$ cat config.mk
export PLATFORM = sky130hd
export DESIGN_NAME = psr_update_requester
export DESIGN_NICKNAME = d
export VERILOG_FILES = /design/src/rtl/psr_pkg.sv /design/src/rtl/psr_upd_fifo.sv /design/src/rtl/psr_update_requester.sv
export SDC_FILE = /design/constraint.sdc
export NUM_CORES = 1
export LEC_CHECK = 0
export BUFFER_PORTS_ARGS = -buffer_cell sky130_fd_sc_hd__buf_4
export CAP_MARGIN = 20
export CELL_PAD_IN_SITES_DETAIL_PLACEMENT = 0
export CELL_PAD_IN_SITES_GLOBAL_PLACEMENT = 1
export CORE_ASPECT_RATIO = 1.25
export CORE_UTILIZATION = 40
export CTS_CLUSTER_DIAMETER = 60
export DETAILED_ROUTE_END_ITERATION = 8
export PLACE_DENSITY_LB_ADDON = 0.25
export SLEW_MARGIN = 20
export SYNTH_ARGS = -nofsm -noshare
export SYNTH_HDL_FRONTEND = slang
export SYNTH_SLANG_ARGS = --single-unit
$ cat constraint.sdc
create_clock -name fclk -period 2.4 [get_ports fclk]
set_input_delay 0.36 -clock fclk [delete_from_list [all_inputs] [get_ports fclk]]
set_output_delay 0.36 -clock fclk [all_outputs]
set_load 0.01 [all_outputs]
$ cat src/rtl/psr_pkg.sv
// Shared types and constants for the PSR flag-update requester.
// Flag positions follow the P register layout {n,v,x,b,d,i,z,c}.
package psr_pkg;

  localparam int FLAG_N = 7;
  localparam int FLAG_V = 6;
  localparam int FLAG_X = 5;
  localparam int FLAG_B = 4;
  localparam int FLAG_D = 3;
  localparam int FLAG_I = 2;
  localparam int FLAG_Z = 1;
  localparam int FLAG_C = 0;

  // Bit positions inside a {N,V,Z,C} nibble (flag_mask and resolved results).
  localparam int MASK_N = 3;
  localparam int MASK_V = 2;
  localparam int MASK_Z = 1;
  localparam int MASK_C = 0;

  typedef struct packed {
    logic [3:0] mask;
    logic       n;
    logic       v;
    logic       z;
    logic       c;
  } psr_upd_t;

  localparam int PSR_UPD_W = $bits(psr_upd_t);

  typedef enum logic [1:0] {
    ST_IDLE    = 2'd0,
    ST_REQ     = 2'd1,
    ST_ACK_LOW = 2'd2
  } psr_req_state_t;

  function automatic psr_upd_t make_upd(input logic [3:0] mask,
                                        input logic [7:0] result,
                                        input logic       carry,
                                        input logic       overflow);
    psr_upd_t upd;
    upd.mask = mask;
    upd.n    = result[7];
    upd.v    = overflow;
    upd.z    = (result == 8'h00);
    upd.c    = carry;
    return upd;
  endfunction

  // Masked flags come from the stored ALU values, the rest from the live P value.
  function automatic logic [3:0] resolve_flags(input psr_upd_t   upd,
                                               input logic [7:0] psr);
    logic [3:0] alu_flags;
    logic [3:0] cur_flags;
    alu_flags = {upd.n, upd.v, upd.z, upd.c};
    cur_flags = {psr[FLAG_N], psr[FLAG_V], psr[FLAG_Z], psr[FLAG_C]};
    return (upd.mask & alu_flags) | (~upd.mask & cur_flags);
  endfunction

endpackage

$ cat src/rtl/psr_upd_fifo.sv
// Synchronous FIFO of pending flag updates. Push is ignored when full and
// pop when empty; a simultaneous push and pop leaves occupancy unchanged.
module psr_upd_fifo
  import psr_pkg::*;
#(
  parameter int DEPTH = 2
) (
  input  logic                 clk,
  input  logic                 reset,
  input  logic                 push,
  input  logic [PSR_UPD_W-1:0] push_data,
  input  logic                 pop,
  output logic [PSR_UPD_W-1:0] pop_data,
  output logic                 full,
  output logic                 empty
);

  localparam int AW = $clog2(DEPTH);
  localparam logic [AW:0]   FULL_CNT = (AW + 1)'(DEPTH);
  localparam logic [AW:0]   CNT_ONE  = (AW + 1)'(1);
  localparam logic [AW-1:0] PTR_ONE  = AW'(1);

  psr_upd_t      mem_q [DEPTH];
  psr_upd_t      mem_d [DEPTH];
  logic [AW-1:0] wr_ptr_q, wr_ptr_d;
  logic [AW-1:0] rd_ptr_q, rd_ptr_d;
  logic [AW:0]   count_q, count_d;
  logic          push_ok;
  logic          pop_ok;

  assign full     = (count_q == FULL_CNT);
  assign empty    = (count_q == '0);
  assign push_ok  = push && !full;
  assign pop_ok   = pop && !empty;
  assign pop_data = mem_q[rd_ptr_q];

  always_comb begin
    mem_d    = mem_q;
    wr_ptr_d = wr_ptr_q;
    rd_ptr_d = rd_ptr_q;
    count_d  = count_q;
    if (push_ok) begin
      mem_d[wr_ptr_q] = psr_upd_t'(push_data);
      wr_ptr_d        = wr_ptr_q + PTR_ONE;
    end
    if (pop_ok) begin
      rd_ptr_d = rd_ptr_q + PTR_ONE;
    end
    if (push_ok && !pop_ok) begin
      count_d = count_q + CNT_ONE;
    end else if (pop_ok && !push_ok) begin
      count_d = count_q - CNT_ONE;
    end
  end

  always_ff @(posedge clk) begin
    if (reset) begin
      mem_q    <= '{default: '0};
      wr_ptr_q <= '0;
      rd_ptr_q <= '0;
      count_q  <= '0;
    end else begin
      mem_q    <= mem_d;
      wr_ptr_q <= wr_ptr_d;
      rd_ptr_q <= rd_ptr_d;
      count_q  <= count_d;
    end
  end

endmodule

$ cat src/rtl/psr_update_requester.sv
// Buffers ALU flag results and writes them to the processor status register
// through a four-phase request/acknowledge handshake with per-phase timeout.
module psr_update_requester
  import psr_pkg::*;
#(
  parameter int FIFO_DEPTH  = 2,
  parameter int ACK_TIMEOUT = 15
) (
  input  logic       fclk,
  input  logic       reset,
  input  logic       alu_valid,
  output logic       alu_ready,
  input  logic [7:0] alu_result,
  input  logic       alu_carry_out,
  input  logic       alu_overflow,
  input  logic [3:0] flag_mask,
  input  logic [7:0] psr_in,
  output logic       psr_update_request,
  input  logic       ack_update_request,
  output logic       n_result,
  output logic       v_result,
  output logic       z_result,
  output logic       c_result,
  output logic       busy,
  output logic       ack_timeout_err
);

  localparam int TW = $clog2(ACK_TIMEOUT + 1);
  localparam logic [TW-1:0] TMO_LAST = TW'(ACK_TIMEOUT - 1);
  localparam logic [TW-1:0] TMO_ONE  = TW'(1);

  psr_req_state_t       state_q, state_d;
  logic                 req_q, req_d;
  logic [3:0]           res_q, res_d;
  logic [TW-1:0]        tmo_q, tmo_d;
  logic                 err_q, err_d;

  logic                 fifo_push;
  logic                 fifo_pop;
  logic                 fifo_full;
  logic                 fifo_empty;
  logic [PSR_UPD_W-1:0] fifo_in;
  logic [PSR_UPD_W-1:0] fifo_head;
  logic                 tmo_expired;

  assign fifo_in     = make_upd(flag_mask, alu_result, alu_carry_out, alu_overflow);
  assign fifo_push   = alu_valid && !fifo_full;
  assign fifo_pop    = (state_q == ST_IDLE) && !fifo_empty;
  assign tmo_expired = (tmo_q == TMO_LAST);

  psr_upd_fifo #(
    .DEPTH(FIFO_DEPTH)
  ) u_fifo (
    .clk      (fclk),
    .reset    (reset),
    .push     (fifo_push),
    .push_data(fifo_in),
    .pop      (fifo_pop),
    .pop_data (fifo_head),
    .full     (fifo_full),
    .empty    (fifo_empty)
  );

  // The counter restarts on every state entry; the cycle that would make it
  // reach ACK_TIMEOUT aborts the handshake and drops the in-flight entry.
  always_comb begin
    state_d = state_q;
    req_d   = req_q;
    res_d   = res_q;
    tmo_d   = tmo_q;
    err_d   = err_q;
    case (state_q)
      ST_IDLE: begin
        tmo_d = '0;
        if (!fifo_empty) begin
          state_d = ST_REQ;
          req_d   = 1'b1;
          res_d   = resolve_flags(psr_upd_t'(fifo_head), psr_in);
        end
      end
      ST_REQ: begin
        if (ack_update_request) begin
          state_d = ST_ACK_LOW;
          req_d   = 1'b0;
          tmo_d   = '0;
        end else if (tmo_expired) begin
          state_d = ST_IDLE;
          req_d   = 1'b0;
          err_d   = 1'b1;
          tmo_d   = '0;
        end else begin
          tmo_d = tmo_q + TMO_ONE;
        end
      end
      ST_ACK_LOW: begin
        if (!ack_update_request) begin
          state_d = ST_IDLE;
          tmo_d   = '0;
        end else if (tmo_expired) begin
          state_d = ST_IDLE;
          err_d   = 1'b1;
          tmo_d   = '0;
        end else begin
          tmo_d = tmo_q + TMO_ONE;
        end
      end
      default: begin
        state_d = ST_IDLE;
        req_d   = 1'b0;
        tmo_d   = '0;
      end
    endcase
  end

  always_ff @(posedge fclk) begin
    if (reset) begin
      state_q <= ST_IDLE;
      req_q   <= 1'b0;
      res_q   <= '0;
      tmo_q   <= '0;
      err_q   <= 1'b0;
    end else begin
      state_q <= state_d;
      req_q   <= req_d;
      res_q   <= res_d;
      tmo_q   <= tmo_d;
      err_q   <= err_d;
    end
  end

  assign alu_ready          = !fifo_full;
  assign psr_update_request = req_q;
  assign n_result           = res_q[MASK_N];
  assign v_result           = res_q[MASK_V];
  assign z_result           = res_q[MASK_Z];
  assign c_result           = res_q[MASK_C];
  assign busy               = !fifo_empty || (state_q != ST_IDLE);
  assign ack_timeout_err    = err_q;

endmodule

; ---- Word level (Yosys, flattened, before mapping)
; Index checks and enable logic that the tools add are counted.
[totals]
register_bits = 32
latch_bits = 0
ram_bits = 0
mem_bits_ro = 0
input_bits = 26
word_cells = 88
memories = 0
[op_classes]
addsub = 5
multipliers = 0
div = 0
order_cmp = 3
eq_ne = 8
n_shift = 0
mux = 25
bitwise = 8
n_reduce_logical = 21
[ops]
columns = operator, n
row1 = $mux W8, 4
row2 = $bwmux W16, 1
row3 = $mux W2, 6
row4 = $mux W4, 3
row5 = $and A4 B4 Y4, 2
row6 = $demux W8 S1, 1
row7 = $logic_not A8 Y1, 1
row8 = $pmux W4 S2, 1
row9 = $logic_and A1 B1 Y1, 7
row10 = $mux W1, 6
row11 = $ne A2 B2 Y1 const B, 3
row12 = $pmux W2 S3, 1
row13 = $reduce_and A3 Y1, 2
row14 = $reduce_bool A2 Y1, 3
row15 = $add A4 B1 Y4 const B, 1
row16 = $eq A2 B2 Y1 const B, 2
row17 = $eq A4 B4 Y1 const B, 1
row18 = $ge A2 B2 Y1 const B, 2
row19 = $logic_not A1 Y1, 4
row20 = $logic_not A2 Y1, 2
row21 = $not A1 Y2, 2
row22 = $not A4 Y4, 1
row23 = $or A4 B4 Y4, 1
row24 = $ne A3 B3 Y1 const B, 1
row25 = 10 further kinds, 12

; ---- Logic depth before layout (Yosys ltp)
; Gate-level depths: netlist of the first run.
[logic_depth]
word_depth = 8
depth_mapped = 7

; ---- Cells and area by module
; From an unflattened synthesis of the first run, not the netlist that was laid out.
[unflattened]
cells_unflattened = 172
hier_area_um2 = 1711.6
[by_module_without_submodules]
columns = module, n_inst, cells_each, area_each_um2, seq_area_each_um2
row1 = psr_upd_fifo, 1, 101, 978.4, 400.4
row2 = psr_update_requester, 1, 71, 733.2, 240.2

; ---- Least setup slack after synthesis of the first run
; OpenSTA, ideal clock, no wires.
[synth_timing]
kind = register -> register
start = reg state_q[0]
end = reg u_fifo.count_q[1]
arrival_time_ps = 1624
t_required_ps = 2330
slack_ps = 706
path_stages_with_launch = 7
n_path_buf = 0
synth_period_minus_slack_ps = 1694
cell_sequence = dfxtp_1 > inv_1 > ha_1 > o21ai_2 > ha_1 > or3_1 > a21oi_1
[synth_between]
elab_chain_len = 6
elab_cells_between_ends = 8
[synth_rtl]
columns = element, line_no
row1 = from (decl), psr_update_requester.sv:32  ; psr_req_state_t state_q, state_d;
row2 = from (signal assigned), psr_update_requester.sv:123  ; state_q <= state_d;
row3 = $logic_not A2 Y1 *, psr_update_requester.sv:48  ; assign fifo_pop = (state_q == ST_IDLE) && !fifo_empty;
row4 = $logic_and A1 B1 Y1 *, psr_update_requester.sv:48
row5 = $logic_and A1 B1 Y1 *, psr_upd_fifo.sv:34  ; assign pop_ok = pop && !empty;
row6 = $logic_not A1 Y1, psr_upd_fifo.sv:49  ; if (push_ok && !pop_ok) begin
row7 = $logic_and A1 B1 Y1, psr_upd_fifo.sv:49
row8 = $mux W2 / $reduce_bool A2 Y1 (equally long branches), n/a
row9 = to (signal assigned), psr_upd_fifo.sv:66  ; count_q <= count_d;
row10 = to (decl), psr_upd_fifo.sv:27  ; logic [AW:0] count_q, count_d;
; Every way passes the cells marked *; elsewhere a longest branch is shown, timed or not.
; A chain may end at the register's enable or synchronous reset.

; ---- Final worst setup path of the first run
; Ends and elaborated chain as after synthesis.

==> results list, run 1 <==
- The flow ran to the end, and the final reports show no timing, DRC or antenna violations.
- For the worst setup path, the data required time is 2610 ps.
- Effective utilization at floorplan: 42.4%
- Full die area: 3970 um^2
* Vias/cell: 5.17
- Clock latency on the worst-skew pair, taken at its later pin, is 280 ps.
- The max-slew violation count is 0.
- Tcrit/Tclk final: 81.1%
- In this run the remaining antenna-violating nets after routing total 0.
* Worst slew margin relative to its limit: 66.3%
* Worst min-delay path startpoint: alu_carry_out
* TritonCTS clock tree: yes
- In this run the worst hold path is classified as input pin to register.
- Max-cap violations: 0
- Fraction of power consumed by combinational cells: 34.1%
* Fmax: 0.514 GHz
* Buffer depth of the longest clock path: 2
- Share of layout cells above drive strength 1: 21.6%
- The congestion estimate from routability-driven global placement came to 0.748.
- Cell accounting for the most synthesized area: dfxtp_1
* Antenna violations before repair: 0
- Buffers inserted to repair hold after CTS numbered 0.
- Post-CTS timing repair inserted 0 buffers for setup.
- Clk root buf: clkbuf_8
* Average cell area after synthesis: 9.61 um^2
* Starting DRC count in detailed routing: 30
* Wire length of the first global-routing pass: 4.85 mm
* Critical path buffers and inverters: 1
- Traced cell by cell, the critical path runs through inv_1 > ha_1 > o21ai_2 > ha_1 > or3_1 > a21oi_1.
* Slew of the pin with the lowest slew margin: 506 ps
- In this run, distinct cell masters in the synthesized netlist total 33.
- In this run the static leakage power is 0.775 nW.
* Flip-flop and latch count after synthesis: 32
- Hold Vio Cnt, Final: 0
- DR WL/cell: 12.8 um
- Hold timing on the final database bottoms out at a slack of 323 ps.
- Internal power comes to 1.11 mW.
* Synth top area share: 43.0%
- Setup repair after global routing missed its margin: false
* Place WS: 485 ps
- First drt pass iteration count: 4
- Broken down by cell family, the worst path's largest delay share belongs to adder cells.
- In this run switching power makes up 33.5% of total power.
* Ant. Diodes: 0
- Number of global-route vias before repair: 1115
- Sequential fraction of design power: 43.2%
- Count of clock tree sinks: 32
- The mapped netlist covers 1490 um^2.
- In this run the critical register-to-register path is launched from state_q[0]$_SDFFE_PP0P_.
* Number of instances in the synthesized netlist: 155
* CP most frequent cell: ha_1
* Number of buffers inserted by port buffering: 29
- For this design the total switching power over the nets is 0.560 mW.
* Launching element type of the critical path: register
* Final Net Count: 218
- Sorting the synthesized cells by area gives the leading types as dfxtp_1 (43%), mux2i_1 (13%), nor2_1 (6.6%).
- The total overflow left after global routing is 0.
* Min Clock Period, post-route: 1950 ps
- After detailed routing, the number of remaining DRC violations is 0.
* Clock skew after layout: 4.19 ps
- Number of warning messages in the yosys log: 0
- Die extent in x: 56.6 um
* Portion of the post-synthesis area used by sequential elements: 43.0%
- HPWL reported at the end of detailed placement: 2.05 mm
- The area growth from synthesis to layout is 20.8%.
* Post-cts resize count: 0
* Critical path endpoint category: register
- The number of nets in the synthesized netlist is 188.
* Placed Cells: 217
- The floorplan has 24 rows.
* I/O pin cnt: 34
- Of all nets on the critical path, the largest fanout is 10.
* Floorplan Core Area: 3510 um^2
- Vias: 1157
- Entering global routing, the biggest net connects 31 pins.
- Setup total negative slack on the finished layout was measured at 0 ps.
- Across every metal layer, demand over resource in global routing totals 15.5%.
- CTS clk-pin slew, worst paths: 60 ps
* Critical path class: register to register
- Clock tree synthesis inserted a total of 5 buffers.
- # H-tree levels: 2
- Maximum single-stage delay on the critical path: 410 ps
- Critical Path AT: 2150 ps
* Final non-filler cell total: 224
- The most critical setup path has its startpoint at state_q[0]$_SDFFE_PP0P_.
- Once routing completed, OpenROAD measured the worst setup slack at 454 ps.
* Setup violators final: 0
- Max rail drop VDD: 0.000428 V
* Power per Cell Area: 929 nW/um^2
* Clock network fraction of design power: 22.7%
- Die Span Y: 70.2 um
- The slowest stage of the critical path is the dfxtp_1 cell.
- Total wire length after detailed routing: 2.86 mm
power groups by stage:
stage	Sequential, mW	Combinational (mW)	Clock [mW]
floorplan	0.707	0.425	0
global placement	0.727	0.558	0
detailed placement	0.732	0.574	0
CTS	0.721	0.577	0.394
global route	0.736	0.634	0.415
finish	0.721	0.570	0.379
synth_stat cells:
library cell,instances
and3_4,1
o21ai_2,1
a31oi_1,1
xor2_1,4
or3_1,1
nor4bb_1,1
buf_6,1
nand2b_4,1
nand2_1,6
nor3_1,1
o311ai_0,1
nand2b_1,1
or4_1,3
o21ai_0,3
ha_1,7
a211oi_1,6
nor2b_1,5
buf_4,1
or3b_2,1
a21oi_1,9
nand3_1,3
inv_1,3
nand3_2,1
nand3b_1,2
dfxtp_1,32
mux2i_1,20
and3b_1,1
a211o_1,4
clkbuf_1,4
nand4b_1,1
and2_1,1
xnor2_1,2
nor2_1,26
cell families after synthesis:
| family | count (synthesis) | share of synthesized area [%] |
|---|---|---|
| DFF | 32 | 43.0 |
| buffers and inverters | 9 | 3.02 |
| xor gates and xnor gates | 6 | 3.53 |
| and+or+nand+nor | 56 | 20.1 |
| AOI/OAI and AO/OA | 25 | 11.0 |
| muxes | 20 | 13.4 |
| adders and majority gates | 7 | 5.88 |
area by class of cell:
type / instances / area [um^2]
fill: 330 / 1710
multi-input combinational: 114 / 803
sequential: 32 / 641
timing repair buffer: 29 / 218
clock buffer: 6 / 72.6
tap: 39 / 48.8
inverter: 3 / 11.3
clock inverter: 1 / 5.00
state kept, by name, indices dropped and copies added (netlist names):
signal              flops
u_fifo.mem_q           16
res_q                   4
tmo_q                   4
state_q                 2
u_fifo.count_q          2
ack_timeout_err         1
psr_update_request      1
u_fifo.rd_ptr_q         1
u_fifo.wr_ptr_q         1
cells in the final DEF, fill, tap and decap left out:
master	Yosys	routed
xnor2_1	2	2
buf_4	1	29
or3b_2	1	1
nor4bb_1	1	1
inv_1	3	3
or4_1	3	3
nand2_1	6	6
xor2_1	4	4
nor2_1	26	26
and3b_1	1	1
and2_1	1	1
a31oi_1	1	1
nand2b_4	1	1
a21oi_1	9	9
nor2b_1	5	5
ha_1	7	7
clkbuf_1	4	1
o21ai_2	1	1
o21ai_0	3	3
nand3b_1	2	2
dfxtp_1	32	32
nand3_1	3	3
a211o_1	4	4
and3_4	1	1
nand4b_1	1	1
clkbuf_8	0	5
nand2b_1	1	1
clkinv_2	0	1
nor3_1	1	1
o311ai_0	1	1
a211oi_1	6	6
mux2i_1	20	20
or3_1	1	1
nand3_2	1	1
worst reg2reg max path: stages, from the launching register on:
cell,delay (ps)
dfxtp_1,410
inv_1,90
ha_1,270
o21ai_2,230
ha_1,350
or3_1,380
a21oi_1,140
per-layer routing:
metal  wire [um]  part of all wire (%)  GRT usage (%)  up-vias
met4          48                   1.7           6.50        0
li1            -                     -              -      600
met5           0                     0              0        -
met3         157                   5.5           5.00        6
met1        1310                    46           17.7      526
met2        1350                    47           26.1       25
stage by stage:
step	total power [mW]	cell area, um^2	utilization [%]
floorplan	1.13	1490	-
global placement	1.28	1720	49.0
detailed placement	1.31	1720	49.0
CTS	1.69	1800	51.2
global route	1.79	1800	51.2
finish	1.67	1800	51.2
worst paths after layout:
path              depth (start not counted)                              to  slack, ps
setup / recovery                          6  u_fifo.count_q[1]$_SDFFE_PP0P_        450
hold / removal                            3    u_fifo.mem_q[0]$_SDFFE_PP0P_        320
setup reg to reg                          6  u_fifo.count_q[1]$_SDFFE_PP0P_        450
hold reg to reg                           2           res_q[3]$_SDFFE_PP0P_        460
No activity file was read; power rests on OpenSTA's default activity.
==> inputs of run 2 (changes only) <==
CORE_UTILIZATION = 36   (was 40)
clock period = 1.6 ns   (was 2.4 ns; I/O delays follow)
==> run 2 against run 1 <==
Non-clock buffer count rose by 6. Global-route usage down 0.66 points. Largest cell class unchanged. Critical path type unchanged. Wire length grew 2.1%. Clock power up 100%. Sequential share of layout area fell by 2.3 points. Clock skew grew 1.5 ps. First-iteration DRC count rose by 140%. Largest power group unchanged.
==> results list, run 2 (synthesized netlist as in run 1, its figures left out) <==
* I/O pin cnt: 34 (unchanged)
- Worst slew margin relative to its limit: 77.9% (+12 points)
- The power density normalized to cell area came to 1470 nW/um^2 (+58%).
- The placeable core area is 3880 um^2 (+10%).
- WL met3: 118 um (-25%)
- The number of antenna violations at the first check in global routing is 0 (unchanged).
- The overall via count from detail_route was 1179 (+1.9%).
- Share of layout cells above drive strength 1: 26.6% (+4.9 points)
* Maximum fanout along the worst path: 5 (-5)
- Wire length of the first global-routing pass: 4.80 mm (-1.1%)
- The initial core utilization came to 38.4% (-4.0 points).
- Routed length on met2: 1.39 mm (+3.5%)
* Number of buffers inserted by port buffering: 29 (unchanged)
* Number of global-route vias before repair: 1056 (-5.3%)
* Remaining global-route overflow: 0 (unchanged)
- Final Net Count: 224 (+2.8%)
- The min-delay analysis places its worst path in the category input pin to register.
- Area added between synthesis and finish: 29.4%
* Max FFs per register: 16 (unchanged)
* Leading cell type in the layout, fill and taps excluded: buf_4
- Worst Path Required: 1810 ps (-800 ps)
- Max rail drop VDD: 0.000810 V (+89%)
- Clock network latency to the later pin of the worst-skew pair: 280 ps (about the same)
- Final non-filler cell total: 246 (+9.8%)
* Starting DRC count in detailed routing: 71 (+140%)
- DR WL/cell: 11.9 um (-7.0%)
- The die footprint is 4400 um^2 (+11%).
- Die extent in x: 59.5 um (+5.2%)
* Site row count: 25 (+4.2%)
- # H-tree levels: 2 (unchanged)
* Clk root buf: clkbuf_8
* Post-cts resize count: 0 (unchanged)
- Max-slew violations: 0 (unchanged)
* Max-cap violations: 0 (unchanged)
- Antenna-violating nets left: 0 (unchanged)
- The clock-pin slew of the registers on the worst-case setup and hold paths came to 60 ps (about the same).
- Placed Cells: 238 (+9.7%)
* Count of unresolved DRC violations after routing: 0 (unchanged)
* Slew of the pin with the lowest slew margin: 331 ps (-175 ps)
- Routed metal-1 wirelength: 1.35 mm (+3.4%)
* Fmax: 0.661 GHz (+29%)
- Die Span Y: 73.9 um (+5.3%)
* TritonCTS clock tree: yes
- The arrival time reported for the critical path endpoint came to 1720 ps (-430 ps).
- Critical path class: register to register
- The post-CTS setup repair buffer count came to 0 (unchanged).
- The half-perimeter wire length after placement came to 2.10 mm (+2.1%).
- Setup repair after global routing missed its margin: true
- Run status: finished clean
- The count of TritonRoute iterations in the first routing pass came to 4 (unchanged).
* Launching element type of the critical path: register
- The largest registers in the layout are u_fifo.mem_q (16), res_q (4), tmo_q (4).
* Count of clock tree sinks: 32 (unchanged)
- The detailed router used layers up to and including met4.
- The final-report setup violation count is 0 (unchanged).
- The leakage power of the design is 0.823 nW (+6.2%).
* Total wire length after detailed routing: 2.92 mm (+2.1%)
- Largest net degree at the start of global routing: 31 (unchanged)
- Most used cells in the layout excluding fill and tap cells: buf_4 (35), dfxtp_1 (31), nor2_1 (26), mux2i_1 (20), a21oi_1 (9)
* Critical path endpoint category: register
* Buffer depth of the longest clock path: 2 (unchanged)
- Dpl cell area: 1810 um^2 (+5.0%)
* Register name with the most flops: u_fifo.mem_q
- The antenna diode instance count was 0 (unchanged).
- Vias/cell: 4.79 (-7.2%)
- The final period demand of the worst path is 1510 ps (-433 ps).
* Total power consumption of the routed design: 2.83 mW (+69%)
- Hold Vio Cnt, Final: 0 (unchanged)
- The final period utilization is 94.5% (+13 points).
* CTS Buf Count: 5 (unchanged)
- Hold buffer count at cts: 0 (unchanged)
* Final Cell Area: 1930 um^2 (+7.1%)
- The overall routing resource usage came to 14.8% (-0.66 points).
- Global placement routability congestion: 0.761 (+1.7%)
- Clock skew after layout: 5.67 ps (+1.48 ps)
[run 2: cell types whose count changed in the layout (fill, tap and decap cells not counted), sizes merged]
cell	delta
bufinv	+1
buf	+6
[run 2: area by class of cell]
class | instances | area, um^2
Inverter | 3 | 11.3
Sequential cell | 32 | 642
Fill cell | 377 | 1950
Tap cell | 54 | 67.6
Multi-Input combinational cell | 114 | 836
Clock inverter | 2 | 35.0
Clock buffer | 6 | 72.6
Timing Repair Buffer | 35 | 263
[run 2: worst max-delay path, stage by stage, from the launching register on]
cell and delay (ps):
dfxtp_1 310, inv_1 110, ha_4 180, o21ai_4 70
ha_4 240, or3_1 360, a21oi_1 160
[run 2: worst paths after layout]
check	depth (start not counted)	from	slack, ps	endpoint
max	6	state_q[0]$_SDFFE_PP0P_	90	u_fifo.count_q[1]$_SDFFE_PP0P_
max reg2reg	6	state_q[0]$_SDFFE_PP0P_	90	u_fifo.count_q[1]$_SDFFE_PP0P_
min reg2reg	1	tmo_q[0]$_SDFF_PP0_	450	tmo_q[0]$_SDFF_PP0_
min	3	flag_mask[2]	200	u_fifo.mem_q[6]$_SDFFE_PP0P_
[run 2: per-stage QoR]
stage               hold WS (ps)  TNS [ps]  worst slack [ps]  util (%)
floorplan                    318         0              28.2         -
global placement             445         0              95.9      46.6
detailed placement           451         0              30.1      46.6
CTS                          192         0              8.04      49.4
global route                 199    -0.864            -0.864      49.7
finish                       198         0              87.9      49.7
[run 2: metal layers]
metal | GRT usage [%] | vias to the layer above
met4 | 6.98 | 0
met2 | 23.2 | 23
met1 | 18.3 | 537
li1 | - | 614
met3 | 4.93 | 5
met5 | 0 | -
[run 2: power breakdown]
part / total, mW / leakage [nW] / internal [mW] / switching, mW
sequential: 1.04 / 0.262 / 0.941 / 0.101
combinational: 1.03 / 0.506 / 0.540 / 0.492
clock: 0.758 / 0.0552 / 0.462 / 0.296
total: 2.83 / 0.823 / 1.94 / 0.889
==> inputs of run 3 (changes only) <==
CORE_MARGIN = 8   (was not set)
==> run 3 against run 2 <==
Die area increased by 47%. Final cell count increased by 0.41%. Non-clock buffer count decreased by 1. Wire length increased by 9.6%. Total power increased by 3.1%. Combinational power about the same. Flip-flop and latch count unchanged. Largest cell class unchanged.
==> results list, run 3 (synthesized netlist as in run 1, its figures left out) <==
* Ant. Diodes: 0 (unchanged)
- The critical path data required time was 1820 ps (about the same).
* Share of layout cells above drive strength 1: 27.2% (+0.66 points)
- The largest driver fanout on the critical path is 4 (-1).
- Hold crit path type: input pin to register
- Buffer depth of the longest clock path: 2 (unchanged)
* Setup violators final: 0 (unchanged)
- Final-layout worst hold slack: 199 ps (+0.866 ps)
- The worst-case setup slack after placement came to 50.4 ps (+20.3 ps).
- The final design instance area without fill was 1940 um^2 (+0.78%).
* Final Net Count: 223 (-0.45%)
- Max-slew violations: 0 (unchanged)
- Setup repair after global routing missed its margin: false
* Full die area: 6460 um^2 (+47%)
- Clk root buf: clkbuf_8
- Count of clock tree sinks: 32 (unchanged)
- The arrival time reported for the critical path endpoint is 1710 ps (about the same).
- The highest attainable clock frequency came to 0.667 GHz (+0.86%).
* Power per Cell Area: 1500 nW/um^2 (+2.3%)
- The share of power burned in the clock network came to 28.7% (+1.9 points).
* Area added between synthesis and finish: 30.4%
* Count of unresolved DRC violations after routing: 0 (unchanged)
- Critical path class: register to register
- Final critical-path setup slack: 101 ps (+12.8 ps)
- # H-tree levels: 2 (unchanged)
- CTS Buf Count: 5 (unchanged)
- HPWL reported at the end of detailed placement: 2.36 mm (+13%)
- Tcrit/Tclk final: 93.7% (-0.80 points)
- The library cell used most frequently in the layout, excluding fill and tap cells, is buf_4.
- STA classifies the critical path endpoint as a register.
- The relative contribution of sequential cells to total power came to 35.9% (-0.9 points).
- Launching element type of the critical path: register
- Global placement routability congestion: 0.818 (+7.5%)
* Clock network latency to the later pin of the worst-skew pair: 280 ps (about the same)
* Final non-filler cell total: 247 (+0.41%)
- The post-CTS setup repair buffer count is 0 (unchanged).
* Die Span Y: 87.9 um (+19%)
- Internal power contribution: 2.03 mW (+4.3%)
- The transition at the pin with the smallest max-transition slack came to 500 ps (+169 ps).
* Worst slew margin relative to its limit: 66.7% (-11 points)
- I/O pin cnt: 34 (unchanged)
* Max rail drop VDD: 0.000628 V (-22%)
- Hold Vio Cnt, Final: 0 (unchanged)
- In the final layout, the registers with the most flip-flops are u_fifo.mem_q (16), res_q (4), tmo_q (4).
- The leakage power of the design came to 0.828 nW (+0.56%).
- Remaining global-route overflow: 0 (unchanged)
- The maximum number of pins on one net before global-route repair was 31 (unchanged).
* Site row count: 26 (+4.0%)
- Critical path's slowest cell: dfxtp_1
- The switching power of the nets came to 0.893 mW (+0.43%).
- Placed Cells: 239 (+0.42%)
- Crit-path cells: nand2b_4 > and2_1 > ha_4 > xor2_1 > or3_1 > a21oi_1
- Effective utilization at floorplan: 36.9% (-1.5 points)
- The combinational fraction of design power was 35.5% (-1.0 points).
- Most used cells in the layout excluding fill and tap cells: buf_4 (34), dfxtp_1 (30), nor2_1 (26), mux2i_1 (20), a21oi_1 (9)
- The final routed wire length divided by cell count came to 12.9 um (+9.1%).
- The hold buffer count at CTS is 0 (unchanged).
- The switching share of total power is 30.6% (-0.80 points).
* Die extent in x: 73.5 um (+24%)
- First drt pass iteration count: 5 (+1)
* Max-cap violations: 0 (unchanged)
- The number of global-route vias before repair is 1291 (+22%).
- The per-cell via count in the routed design came to 4.88 (+1.8%).
- The reg-to-reg setup timing slack is 100 ps (about the same).
- Register name with the most flops: u_fifo.mem_q
- The overall via count from detail_route came to 1205 (+2.2%).
- Wire length of the first global-routing pass: 5.60 mm (+17%)
- Number of buffers inserted by port buffering: 29 (unchanged)
* Antenna violations before repair: 0 (unchanged)
- The number of antenna-violating nets in the routed design was 0 (unchanged).
- The number of violations reported at the end of detailed-routing iteration 0 came to 42 (-41%).
- The cell area after placement was 1800 um^2 (-0.28%).
* Min Clock Period, post-route: 1500 ps (-12.8 ps)
- CTS clk-pin slew, worst paths: 70 ps (about the same)
* Floorplan Core Area: 4030 um^2 (+4.0%)
- Maximum single-stage delay on the critical path: 310 ps (-50 ps)
- Clock skew after layout: 11.1 ps (+5.45 ps)
- The routed wire length came to 3.20 mm (+9.6%).
* Max FFs per register: 16 (unchanged)
* TritonCTS clock tree: yes
* Post-Route Setup TNS: 0 ps (unchanged)
- The run finished with clean final reports.
* Tot GR Track Use: 11.2% (-3.7 points)
## run 3: changes by cell type in the layout (fill, tap and decap cells not counted)
cell | previous run | this run
buf_4 | 35 | 34
clkbuf_8 | 5 | 7
dfxtp_2 | 1 | 2
clkbuf_1 | 1 | 0
dfxtp_1 | 31 | 30
clkinv_2 | 1 | 0
## run 3: layer usage
metal	global-route usage [%]	routed length (um)	share of wire (%)
met4	5.10	56	1.8
met5	0	0	0
met1	11.8	1380	43
met2	18.7	1590	50
met3	4.70	174	5.4
## run 3: through the flow
stage,power (mW),util [%]
2_1_floorplan,1.74,-
3_3_place_gp,2.05,44.7
3_5_place_dp,2.09,44.7
4_1_cts,2.94,47.8
5_1_grt,3.13,48.1
6_report,2.92,48.1
## run 3: power by group through the flow
stage | logic (mW) | clock network (mW) | registers (mW)
after global placement | 0.994 | 0 | 1.06
after floorplan | 0.682 | 0 | 1.06
after detailed placement | 1.02 | 0 | 1.06
after global routing | 1.16 | 0.901 | 1.07
after CTS | 1.03 | 0.859 | 1.04
final | 1.04 | 0.837 | 1.05
## run 3: final timing paths
kind,startpoint,endpoint,cells after the start
max,u_fifo.count_q[0]$_SDFFE_PP0P_,u_fifo.count_q[1]$_SDFFE_PP0P_,6
min,alu_overflow,u_fifo.mem_q[2]$_SDFFE_PP0P_,3
max reg2reg,u_fifo.count_q[0]$_SDFFE_PP0P_,u_fifo.count_q[1]$_SDFFE_PP0P_,6
min reg2reg,tmo_q[0]$_SDFF_PP0_,tmo_q[0]$_SDFF_PP0_,1
## run 3: repair_timing
action	CTS	global route
endpoints found under the setup margin	0	2
endpoints found under the hold margin	0	0
gates resized for setup	0	4
## run 3: critical path, delay by kind of cell (launching register included)
| family | cells | cell delay, ps |
|---|---|---|
| and+or+nand+nor | 3 | 660 |
| xor gates and xnor gates | 1 | 150 |
| adders and majority gates | 1 | 170 |
| AOI/OAI and AO/OA | 1 | 140 |
| DFF | 1 | 310 |
## run 3: layout make-up
cell class / instances / area [um^2]
tap: 56 / 70.1
clock buffer: 7 / 96.3
sequential: 32 / 643
multi-input combinational: 114 / 836
fill: 396 / 2090
timing repair buffer: 34 / 255
inverter: 3 / 11.3
clock inverter: 1 / 30.0
